<file path="src/rtl/mem_bus_arbiter.sv">
// Two-requester arbiter (instruction fetch / data) sharing one CPU_MIO-style memory port.
// Data wins by default; a bounded data streak guarantees fetch progress, and a wait timeout aborts stuck transactions.
module mem_bus_arbiter #(
    parameter int MAX_D_STREAK = 4,
    parameter int TIMEOUT      = 255
) (
    input  logic        clk,
    input  logic        reset,
    input  logic        if_req,
    input  logic [31:0] if_addr,
    output logic [31:0] if_rdata,
    output logic        if_ack,
    input  logic        d_req,
    input  logic        d_we,
    input  logic [31:0] d_addr,
    input  logic [31:0] d_wdata,
    input  logic [2:0]  d_type,
    output logic [31:0] d_rdata,
    output logic        d_ack,
    output logic        bus_req,
    output logic        bus_we,
    output logic [31:0] bus_addr,
    output logic [31:0] bus_wdata,
    output logic [2:0]  bus_type,
    input  logic [31:0] bus_rdata,
    input  logic        bus_ready,
    output logic        bus_err,
    output logic [31:0] err_addr
);

    localparam int SW = (MAX_D_STREAK < 1) ? 1 : $clog2(MAX_D_STREAK + 1);
    localparam logic [SW-1:0] STREAK_MAX = SW'(MAX_D_STREAK);
    localparam logic [7:0]    WAIT_LAST  = 8'(TIMEOUT - 1);

    typedef enum logic [1:0] {IDLE, GRANT_IF, GRANT_D} state_t;

    state_t        state, state_next;
    logic [SW-1:0] streak;
    logic [7:0]    wait_cnt;
    logic          grant_if, grant_d, done, abort;

    function automatic logic [SW-1:0] sat_inc(input logic [SW-1:0] v);
        return (v == STREAK_MAX) ? v : v + 1'b1;
    endfunction

    assign bus_req = (state != IDLE);

    always_ff @(posedge clk or negedge reset) begin
        if (!reset) state <= IDLE;
        else        state <= state_next;
    end

    always_comb begin
        state_next = state;
        grant_if   = 1'b0;
        grant_d    = 1'b0;
        done       = 1'b0;
        abort      = 1'b0;
        case (state)
            IDLE: begin
                if (d_req && (!if_req || streak < STREAK_MAX)) begin
                    grant_d    = 1'b1;
                    state_next = GRANT_D;
                end else if (if_req) begin
                    grant_if   = 1'b1;
                    state_next = GRANT_IF;
                end
            end
            GRANT_IF, GRANT_D: begin
                // A ready response on the final wait edge still counts as a real completion.
                if (bus_ready) begin
                    done       = 1'b1;
                    state_next = IDLE;
                end else if (wait_cnt == WAIT_LAST) begin
                    abort      = 1'b1;
                    state_next = IDLE;
                end
            end
            default: state_next = IDLE;
        endcase
    end

    always_ff @(posedge clk or negedge reset) begin
        if (!reset) begin
            streak    <= '0;
            wait_cnt  <= 8'd0;
            bus_we    <= 1'b0;
            bus_addr  <= 32'h0;
            bus_wdata <= 32'h0;
            bus_type  <= 3'd0;
            if_ack    <= 1'b0;
            d_ack     <= 1'b0;
            if_rdata  <= 32'h0;
            d_rdata   <= 32'h0;
            bus_err   <= 1'b0;
            err_addr  <= 32'h0;
        end else begin
            if_ack  <= 1'b0;
            d_ack   <= 1'b0;
            bus_err <= 1'b0;
            if (grant_d) begin
                bus_we    <= d_we;
                bus_addr  <= d_addr;
                bus_wdata <= d_wdata;
                bus_type  <= d_type;
                wait_cnt  <= 8'd0;
                streak    <= if_req ? sat_inc(streak) : '0;
            end
            if (grant_if) begin
                bus_we    <= 1'b0;
                bus_addr  <= if_addr;
                bus_wdata <= 32'h0;
                bus_type  <= 3'd0;
                wait_cnt  <= 8'd0;
                streak    <= '0;
            end
            if (bus_req && !bus_ready) wait_cnt <= wait_cnt + 8'd1;
            // Aborted reads return zero data; writes never touch d_rdata.
            if (done || abort) begin
                if (state == GRANT_IF) begin
                    if_ack   <= 1'b1;
                    if_rdata <= done ? bus_rdata : 32'h0;
                end else begin
                    d_ack <= 1'b1;
                    if (!bus_we) d_rdata <= done ? bus_rdata : 32'h0;
                end
            end
            if (abort) begin
                bus_err  <= 1'b1;
                err_addr <= bus_addr;
            end
        end
    end

endmodule

</file>
<file path="config.mk">
export PLATFORM = sky130hd
export DESIGN_NAME = mem_bus_arbiter
export DESIGN_NICKNAME = d
export VERILOG_FILES = /design/src/rtl/mem_bus_arbiter.sv
export SDC_FILE = /design/constraint.sdc
export NUM_CORES = 1
export LEC_CHECK = 0
export CAP_MARGIN = 20
export CORE_ASPECT_RATIO = 1.4
export CORE_MARGIN = 2
export CORE_UTILIZATION = 45
export CTS_BUF_LIST = sky130_fd_sc_hd__clkbuf_16
export CTS_CLUSTER_SIZE = 10
export DETAILED_ROUTE_END_ITERATION = 10
export PLACE_DENSITY_LB_ADDON = 0.2
export SYNTH_ARGS = -nofsm -noshare
export SYNTH_HDL_FRONTEND = slang
export SYNTH_SLANG_ARGS = --single-unit
export TNS_END_PERCENT = 20
</file>
<file path="constraint.sdc">
create_clock -name clk -period 4 [get_ports clk]
set_clock_uncertainty 0.2 [all_clocks]
set_input_delay 1 -clock clk [delete_from_list [all_inputs] [get_ports clk]]
set_output_delay 1 -clock clk [all_outputs]
set_load 0.05 [all_outputs]
</file>
* After elaboration in Yosys (flattened, before gate mapping) *
Index checks and enable logic that the tools add are counted.

word-level totals
  register bits = 180
  input bits = 137
  output and inout bits = 168
  word-level logic and storage cells = 76

operators by class
  $add $sub $neg = 2
  magnitude comparators = 1
  eq/ne operators = 7
  mux-type cells = 36
  bitwise gates (word level) = 2
  reduce and logical (&&, ||, !) cells = 15

operators by type and width
  operator                                             count
  two-way mux 32 bit                                   5
  two-way mux 8 bit                                    3
  two-way mux 3 bit                                    6
  two-way mux 1 bit                                    17
  inequality test 3 bit, second input constant         3
  adder 8 x 1 -> 8 bit, second input constant          1
  equality test 8 bit, second input constant           1
  two-way mux 2 bit                                    4
  AND reduction 2 bit                                  3
  case mux 2 bit (2 select lines)                      1
  nonzero test 2 bit                                   2
  adder 3 x 1 -> 3 bit, second input constant          1
  equality test 3 bit, second input constant           1
  < comparator 3 bit, second input constant            1
  AND reduction 3 bit                                  1
  nonzero test 3 bit                                   1
  equality test 2 x 1 -> 1 bit, second input constant  1
  equality test 2 bit, second input constant           1
  logical AND 1 bit                                    2
  logical NOT 1 bit                                    2
  logical NOT 2 bit                                    1
  logical OR 1 bit                                     2
  inverter 1 bit                                       2
  OR reduction 2 bit                                   1

* Depth between registers and ports, before layout *
Gate-level depths: netlist of the first run.

  depth in word-level cells = 8
  depth in mapped cells = 8
  gate-level depth less buffers = 5

* Worst setup path after synthesis of the first run *
No wires, ideal clock.

  path type = in2reg
  from = in if_req
  to = reg bus_addr[20]
  setup time = 0.126 ns
  data arrival time = 2.002 ns
  data required time = 3.674 ns
  slack = 1.672 ns
  cell stages on the path = 6
  buffers on the path = 3
  path through = clkbuf_2 -> nand2_1 -> and3_1 -> clkbuf_1 -> clkbuf_1 -> a221o_1

between the ends
  cells in the longest elaborated chain, start to end = 6
  elaborated cells on any way between the ends = 10
  those cells by class = mux: 6; reduce/logical: 4

RTL lines
  element                                                   line  text
  from (decl)                                               9     input logic if_req,
  logical NOT 1 bit                                         61    if (d_req && (!if_req || streak < STREAK_MAX)) begin
  logical OR 1 bit                                          61
  logical AND 1 bit                                         61
  two-way mux 1 bit                                         61
  two-way mux 1 bit                                         59    case (state)
  two-way mux 32 bit or nonzero test 2 bit (tied branches)  --
  to (signal assigned)                                      103   bus_addr <= d_addr;
  to (signal assigned)                                      111   bus_addr <= if_addr;
  to (decl)                                                 22    output logic [31:0] bus_addr,

Several ways; a longest one is shown, not always the timed one.
A chain may end at the register's enable or synchronous reset.

* Worst setup path in the final report of the first run *
  from = reg state[0]
  to = out bus_req

between the ends
  cells in the longest elaborated chain, start to end = 1

RTL lines
  element                 line  text
  from (decl)             37    state_t state, state_next;
  from (signal assigned)  50    else state <= state_next;
  nonzero test 2 bit      46    assign bus_req = (state != IDLE);
  to (decl)               20    output logic bus_req,

No other way between the ends.

==> key figures, run 1 <==
Outcome
  • Status: finished, final reports clean

Global routing
  • Vias in the first global route: 6,501
  • First-pass GRT wire length: 33,830 um
  • Initial antenna violation count: 0
  • Largest net degree at the start of global routing: 72
  • GRT Total Usage: 24.18%
  • Total gr overflow: 0

CTS
  • Root Buffer: clkbuf_16
  • CTS Buf Count: 17
  • Post-CTS Resized: 0
  • Post-CTS setup buffers: 0
  • Clock slew at the register clock pins of the worst setup and hold paths: about 0.060 ns
  • CTS max path bufs: 2
  • Clock sinks: 180
  • TritonCTS clock tree: done
  • H-Tree Depth: 4
  • Clk Latency, worst-skew pair: roughly 0.41 ns
  • Hold buffers post-CTS: 0

Final layout
  • Layout cells sized above 1: a little under a tenth
  • Diode count: 0
  • Design area: 11,320 um2
  • Nets: between 900 and 1k
  • Core Util, Final: roughly 70%
  • Fillers: between 1k and 1.5k
  • Area grow syn2layout: 52.04%

Setup path
  • CP max-delay cell: clkdlybuf4s50_1
  • Reg-to-reg startpoint: state[0]
  • Worst Setup SP: state[0]
  • Worst Setup End Kind: output port
  • Crit path required time: about 2.8 ns
  • Buf/Inv on CP: 3
  • Nature of the critical path startpoint: flip-flop
  • Crit path top cell by count: inv_1
  • Critical path endpoint: bus_req
  • CP Class: flip-flop to output port
  • R2R Setup Slk: roughly 1.4 ns
  • WP depth: 4
  • Reg2Reg Depth: 6
  • Reg2reg end: if_rdata[2]
  • Critical path's top delay family: buffers and inverters
  • Crit path cell chain: inv_1, ha_1, inv_1, clkdlybuf4s50_1
  • WP data arrival: about 2.2 ns
  • CP max stage delay: around 0.84 ns
  • CP Max Fanout: 11

Synthesis
  • Yosys top cell by area: dfrtp_1
  • FF+latch count, synth: 180
  • Main area contributors after synthesis: dfrtp_1 (61%), a22o_1 (12%), a21o_1 (6.5%), mux2_2 (4.5%), a221o_1 (4.3%)
  • Sequential element share of the synthesized area: around three fifths
  • Synth top area share: between 60% and 70%
  • Synth top cells by count: dfrtp_1 (180), a22o_1 (100), a21o_1 (64)
  • Cell Area, Synth: 7443 um2
  • Post-synth EDFFs: 0
  • Top-count cell post-synth: dfrtp_1
  • Syn Inst Count: approximately 560
  • Yosys warns: 0
  • Post-synth cell types: 36
  • Syn_nets: 700
  • Syn_area_per_cell: roughly 13 um2
  • Asr flop ratio synth: 100.0%
  • Ys flop type: dfrtp_1

Placement
  • Setup WS pre-CTS: 0.8256 ns
  • Port Buffer Count: ~300
  • Area post-placement: approximately 11,000 um2
  • Dpl hpwl: ~15,000 um
  • Placer Congestion: between 0.8 and 0.9

Timing
  • Smallest hold slack: between 0.2 and 0.3 ns
  • Endpoints failing setup: 0
  • Slew at the pin closest to its max-slew limit: ~0.98 ns
  • Post-route setup slack: 0.6396 ns
  • Max_slew headroom: 34.51%
  • Setup TNS Final: 0 ns
  • Final hold violation count: 0
  • Period utilization: a little over four fifths
  • Fmax: ~0.30 GHz
  • Slew Limit Fails: 0
  • Post-route minimum period: ~3.4 ns
  • RSZ-0062 raised after global routing: false

Die
  • I/O pin count: between 300 and 400
  • Core ar.: between 15,000 and 20,000 um2
  • Core Rows: 55
  • Die H: roughly 160 um
  • Initial core utilization: 46.03%
  • Die X: between 100 and 150 um
  • Full die area: between 15,000 and 20,000 um2

Detailed routing
  • Iter 0 DRT Violations: ~360
  • Final wirelength: 21,020 um
  • WL/cell: about 20 um
  • Vias: roughly 6.0k
  • Initial DRT Pass Iterations: 6
  • DR DRC count: 0
  • Drt via density: about 5.6
  • Routed Antenna Nets: 0

Worst hold path
  • Hold path startpoint: err_addr[21]
  • Worst hold path type: flip-flop to flip-flop
  • Min-Delay Path Depth: 1

Flow run
  • Number of max-cap violations: 0

Power
  • VDD IR max: roughly 560 uV
  • P_leak: between 4 and 5 nW
  • PD cells: a little under 900 nW/um2
## cell type report
type	count	area, um2	area share [%]
clock buffer	17	425.4	3.759
clock inverter	12	192.7	1.703
inverter	7	26.28	0.2322
multi-input combinational	322	2725	24.08
sequential	180	4504	39.80
tap	199	249.0	2.200
timing repair buffer	318	3194	28.23
## state kept, by name, indices dropped and copies added (netlist names), 2 cells and up
register / cells
err_addr: 32
bus_addr: 32
streak: 3
state: 2
wait_cnt: 8
bus_wdata: 32
d_rdata: 32
if_rdata: 32
bus_type: 3
## worst register-to-register path, stage by stage, from the launching register on
cell	delay (ns)
dfrtp_1	0.40
inv_1	0.06
ha_1	0.38
nand2_1	0.60
buf_4	0.44
a22o_1	0.25
a21o_1	0.15
## stage by stage
step / cells / total power [mW]
6_report: 1055 / 9.926
5_1_grt: 1055 / 10.37
4_1_cts: 1055 / 9.998
3_5_place_dp: 1026 / 8.195
3_3_place_gp: 1025 / 8.046
2_1_floorplan: 557 / 6.355
## how the worst min path moves through the flow
stage | slack, ns | endpoint
3_3_place_gp | 0.27 | err_addr[21]
6_report | 0.29 | err_addr[21]
5_1_grt | 0.32 | bus_wdata[30]
4_1_cts | 0.30 | err_addr[21]
2_1_floorplan | 0.26 | wait_cnt[7]
3_5_place_dp | 0.28 | bus_wdata[30]
## logic make-up (layout without fill, tap and decap cells)
group / after synthesis / count (layout) / share of synthesized area (%)
flip-flops: 180 / 180 / 60.51
adder cells (fa/ha/maj): 6 / 6 / 1.009
AND/OR/NAND/NOR: 68 / 68 / 5.682
AO/OA/AOI/OAI: 212 / 212 / 24.04
XOR/XNOR: 1 / 1 / 0.1177
buffers and inverters: 55 / 354 / 3.395
multiplexers: 35 / 35 / 5.245
## power breakdown
group / internal (mW) / switching (mW) / leakage (nW)
logic: 2.06 / 3.23 / 2.44
clock network: 1.09 / 0.672 / 0.312
registers: 2.42 / 0.452 / 2.14
total: 5.57 / 4.35 / 4.89
## metal layers
| layer | GRT usage [%] | share of wire [%] | up-vias |
|---|---|---|---|
| met5 | 0 | 0 | - |
| met4 | 8.479 | 2.8 | 0 |
| met3 | 7.692 | 7.8 | 40 |
| met2 | 42.23 | 51 | 252 |
| met1 | 27.94 | 38 | 2979 |
| li1 | - | - | 2682 |
## layout by cell type (no fill, tap or decap), types with 6 or more instances in the layout
master,Yosys,final
nand3_1,8,8
a221o_1,32,32
o211ai_1,6,6
ha_1,6,6
mux2_2,30,30
and2_1,33,33
a22o_1,100,100
dfrtp_1,180,180
nand2_1,8,8
buf_4,0,11
clkdlybuf4s50_1,0,303
clkbuf_16,0,17
inv_1,7,10
a21o_1,64,64
(Power assumes the default switching activity.)
==> run 2, diff against run 1 <==
- CORE_UTILIZATION: 45 -> 43
- clock period: 4 -> 3.2 ns (I/O delays scaled with it)
==> run 2 against run 1 <==
Net effect:
- critical path depth unchanged
- cell count up 3.4%
- critical endpoint unchanged
- critical path type unchanged
- clock-buffer cell count unchanged
- cell area is 0.20% higher
- register-to-register slack lost 0.41 ns
- power grew 23%
- worst hold slack got worse by 0.11 ns
==> key figures, run 2 (synthesis gave the netlist of run 1 again) <==
Outcome
  • Status: finished, final reports clean

Die
  • Core ar.: roughly 17,000 um2
  • Die X: between 100 and 150 um
  • Core Rows: 56
  • Die H: 159.7 um
  • Initial core utilization: 44.08%
  • Full die area: around 18,000 um2
  • I/O pin count: slightly above 300

Global routing
  • Vias in the first global route: between 6k and 7k
  • M2 GR Usage: about two fifths
  • Initial antenna violation count: 0
  • Met3 global-route usage: ~6.5%
  • GR Util met1: between 20% and 30%
  • Largest net degree at the start of global routing: 68
  • Grt peak-use layer: met2
  • GRT Total Usage: around 23%
  • Total gr overflow: 0
  • First-pass GRT wire length: roughly 34,000 um

Flow run
  • Number of max-cap violations: 0

Timing
  • Post-route setup slack: approximately 0.44 ns
  • Slew Limit Fails: 0
  • Endpoints failing setup: 0
  • Period utilization: around 86%
  • Slew at the pin closest to its max-slew limit: 0.6284 ns
  • Setup TNS Final: 0 ns
  • Post-route minimum period: ~2.8 ns
  • RSZ-0062 raised after global routing: false
  • Smallest hold slack: roughly 0.18 ns
  • Max_slew headroom: between 50% and 60%
  • Fmax: between 0.3 and 0.4 GHz
  • Final hold violation count: 0

Final layout
  • Diode count: 0
  • Fillers: 1,322
  • Most common cell after layout, fill and taps aside: clkdlybuf4s50_1
  • Commonest cells after routing, fill and taps aside: clkdlybuf4s50_1 (302), dfrtp_1 (180), a22o_1 (100)
  • Nets: 989
  • Layout cells sized above 1: around 9.8%
  • Area grow syn2layout: 52.34%

Power
  • PD cells: approximately 1100 nW/um2
  • P_leak: about 4.9 nW
  • VDD IR max: approximately 740 uV

Detailed routing
  • WL/cell: between 15 and 20 um
  • Initial DRT Pass Iterations: 4
  • Final wirelength: 20,890 um
  • Iter 0 DRT Violations: 338
  • Drt via density: between 5 and 6
  • Routed Antenna Nets: 0
  • DR DRC count: 0
  • Vias: 5,944

Setup path
  • CP Class: flip-flop to output port
  • Crit path cell chain: inv_1, ha_1, inv_1, dlymetal6s2s_1
  • Crit path required time: around 2.2 ns
  • Crit path top cell by count: inv_1
  • CP max stage delay: around 0.44 ns
  • WP data arrival: 1.76 ns
  • CP Max Fanout: 11
  • Nature of the critical path startpoint: flip-flop
  • Worst Setup End Kind: output port
  • R2R Setup Slk: between 0.9 and 1 ns
  • CP max-delay cell: dlymetal6s2s_1

Placement
  • Setup WS pre-CTS: around 0.36 ns
  • Port Buffer Count: around 300
  • Dpl hpwl: about 15,000 um
  • Placer Congestion: around 0.80

CTS
  • Clock slew at the register clock pins of the worst setup and hold paths: 0.07 ns
  • CTS max path bufs: 2
  • Post-CTS setup buffers: 0
  • H-Tree Depth: 4
  • CTS Buf Count: 17
  • TritonCTS clock tree: done
  • Hold buffers post-CTS: 0
  • Root Buffer: clkbuf_16
  • Clock sinks: between 150 and 200
  • Post-CTS Resized: 0
  • Clk Latency, worst-skew pair: ~0.4 ns

Worst hold path
  • Worst hold path type: input port to asynchronous set/reset pin
-- run 2: cell types whose count changed in the layout (fill, tap and decap cells not counted) --
cell / before / now
inv_6: 0 / 5
clkinv_1: 0 / 1
clkinv_4: 3 / 2
buf_16: 1 / 0
buf_4: 11 / 8
bufinv_16: 5 / 0
inv_8: 0 / 3
buf_12: 2 / 6
dlymetal6s2s_1: 0 / 1
inv_1: 10 / 7
clkinv_8: 0 / 2
clkinv_2: 1 / 2
clkdlybuf4s50_1: 303 / 302
-- run 2: per-layer routing --
metal | share of wire [%] | up-vias
met1 | 38 | 3007
met5 | 0 | -
met4 | 1.7 | 0
met3 | 7.4 | 21
li1 | - | 2684
met2 | 53 | 232
-- run 2: final timing paths --
check,startpoint,depth (start not counted),endpoint
hold / removal,reset,1,d_rdata[8]
setup reg to reg,state[1],6,d_rdata[31]
setup / recovery,state[0],4,bus_req
hold reg to reg,bus_wdata[1],1,bus_wdata[1]
min in group clk,bus_wdata[1],1,bus_wdata[1]
max in group asynchronous,reset,2,if_rdata[27]
-- run 2: area by class of cell --
type	count	area, um2	area share, %
flip-flops and latches	180	4504	39.72
well taps	232	290.3	2.560
inverters	7	26.28	0.2317
clock inverters	15	141.4	1.247
multi-input cells	322	2725	24.03
repair buffers	318	3227	28.46
clock buffers	17	425.4	3.752
-- run 2: critical path, delay by kind of cell (launching register included) --
family	cells	cell delay [ns]
buffers and inverters	3	0.61
flip-flops	1	0.40
adder cells (fa/ha/maj)	1	0.34
-- run 2: metrics by stage --
stage	util (%)	power, mW	std cells	cell area [um2]
final	67.15	12.21	1091	11340
after global routing	67.15	12.81	1091	11340
after CTS	67.14	12.32	1091	11340
after detailed placement	63.78	10.28	1059	10770
after global placement	63.78	10.11	1059	10770
after floorplan	-	7.944	557	7443
-- run 2: power breakdown --
part           total (mW)  switching (mW)  internal (mW)  leakage [nW]
clock                2.00           0.966           1.03         0.282
sequential           3.60           0.580           3.02          2.14
combinational        6.61            4.02           2.59          2.46
total                12.2            5.56           6.65          4.88
==> run 3, diff against run 2 <==
- TNS_END_PERCENT: 20 -> not set
==> results of run 3 <==
No change in the layout: final DEF, timing and power equal those of run 2.
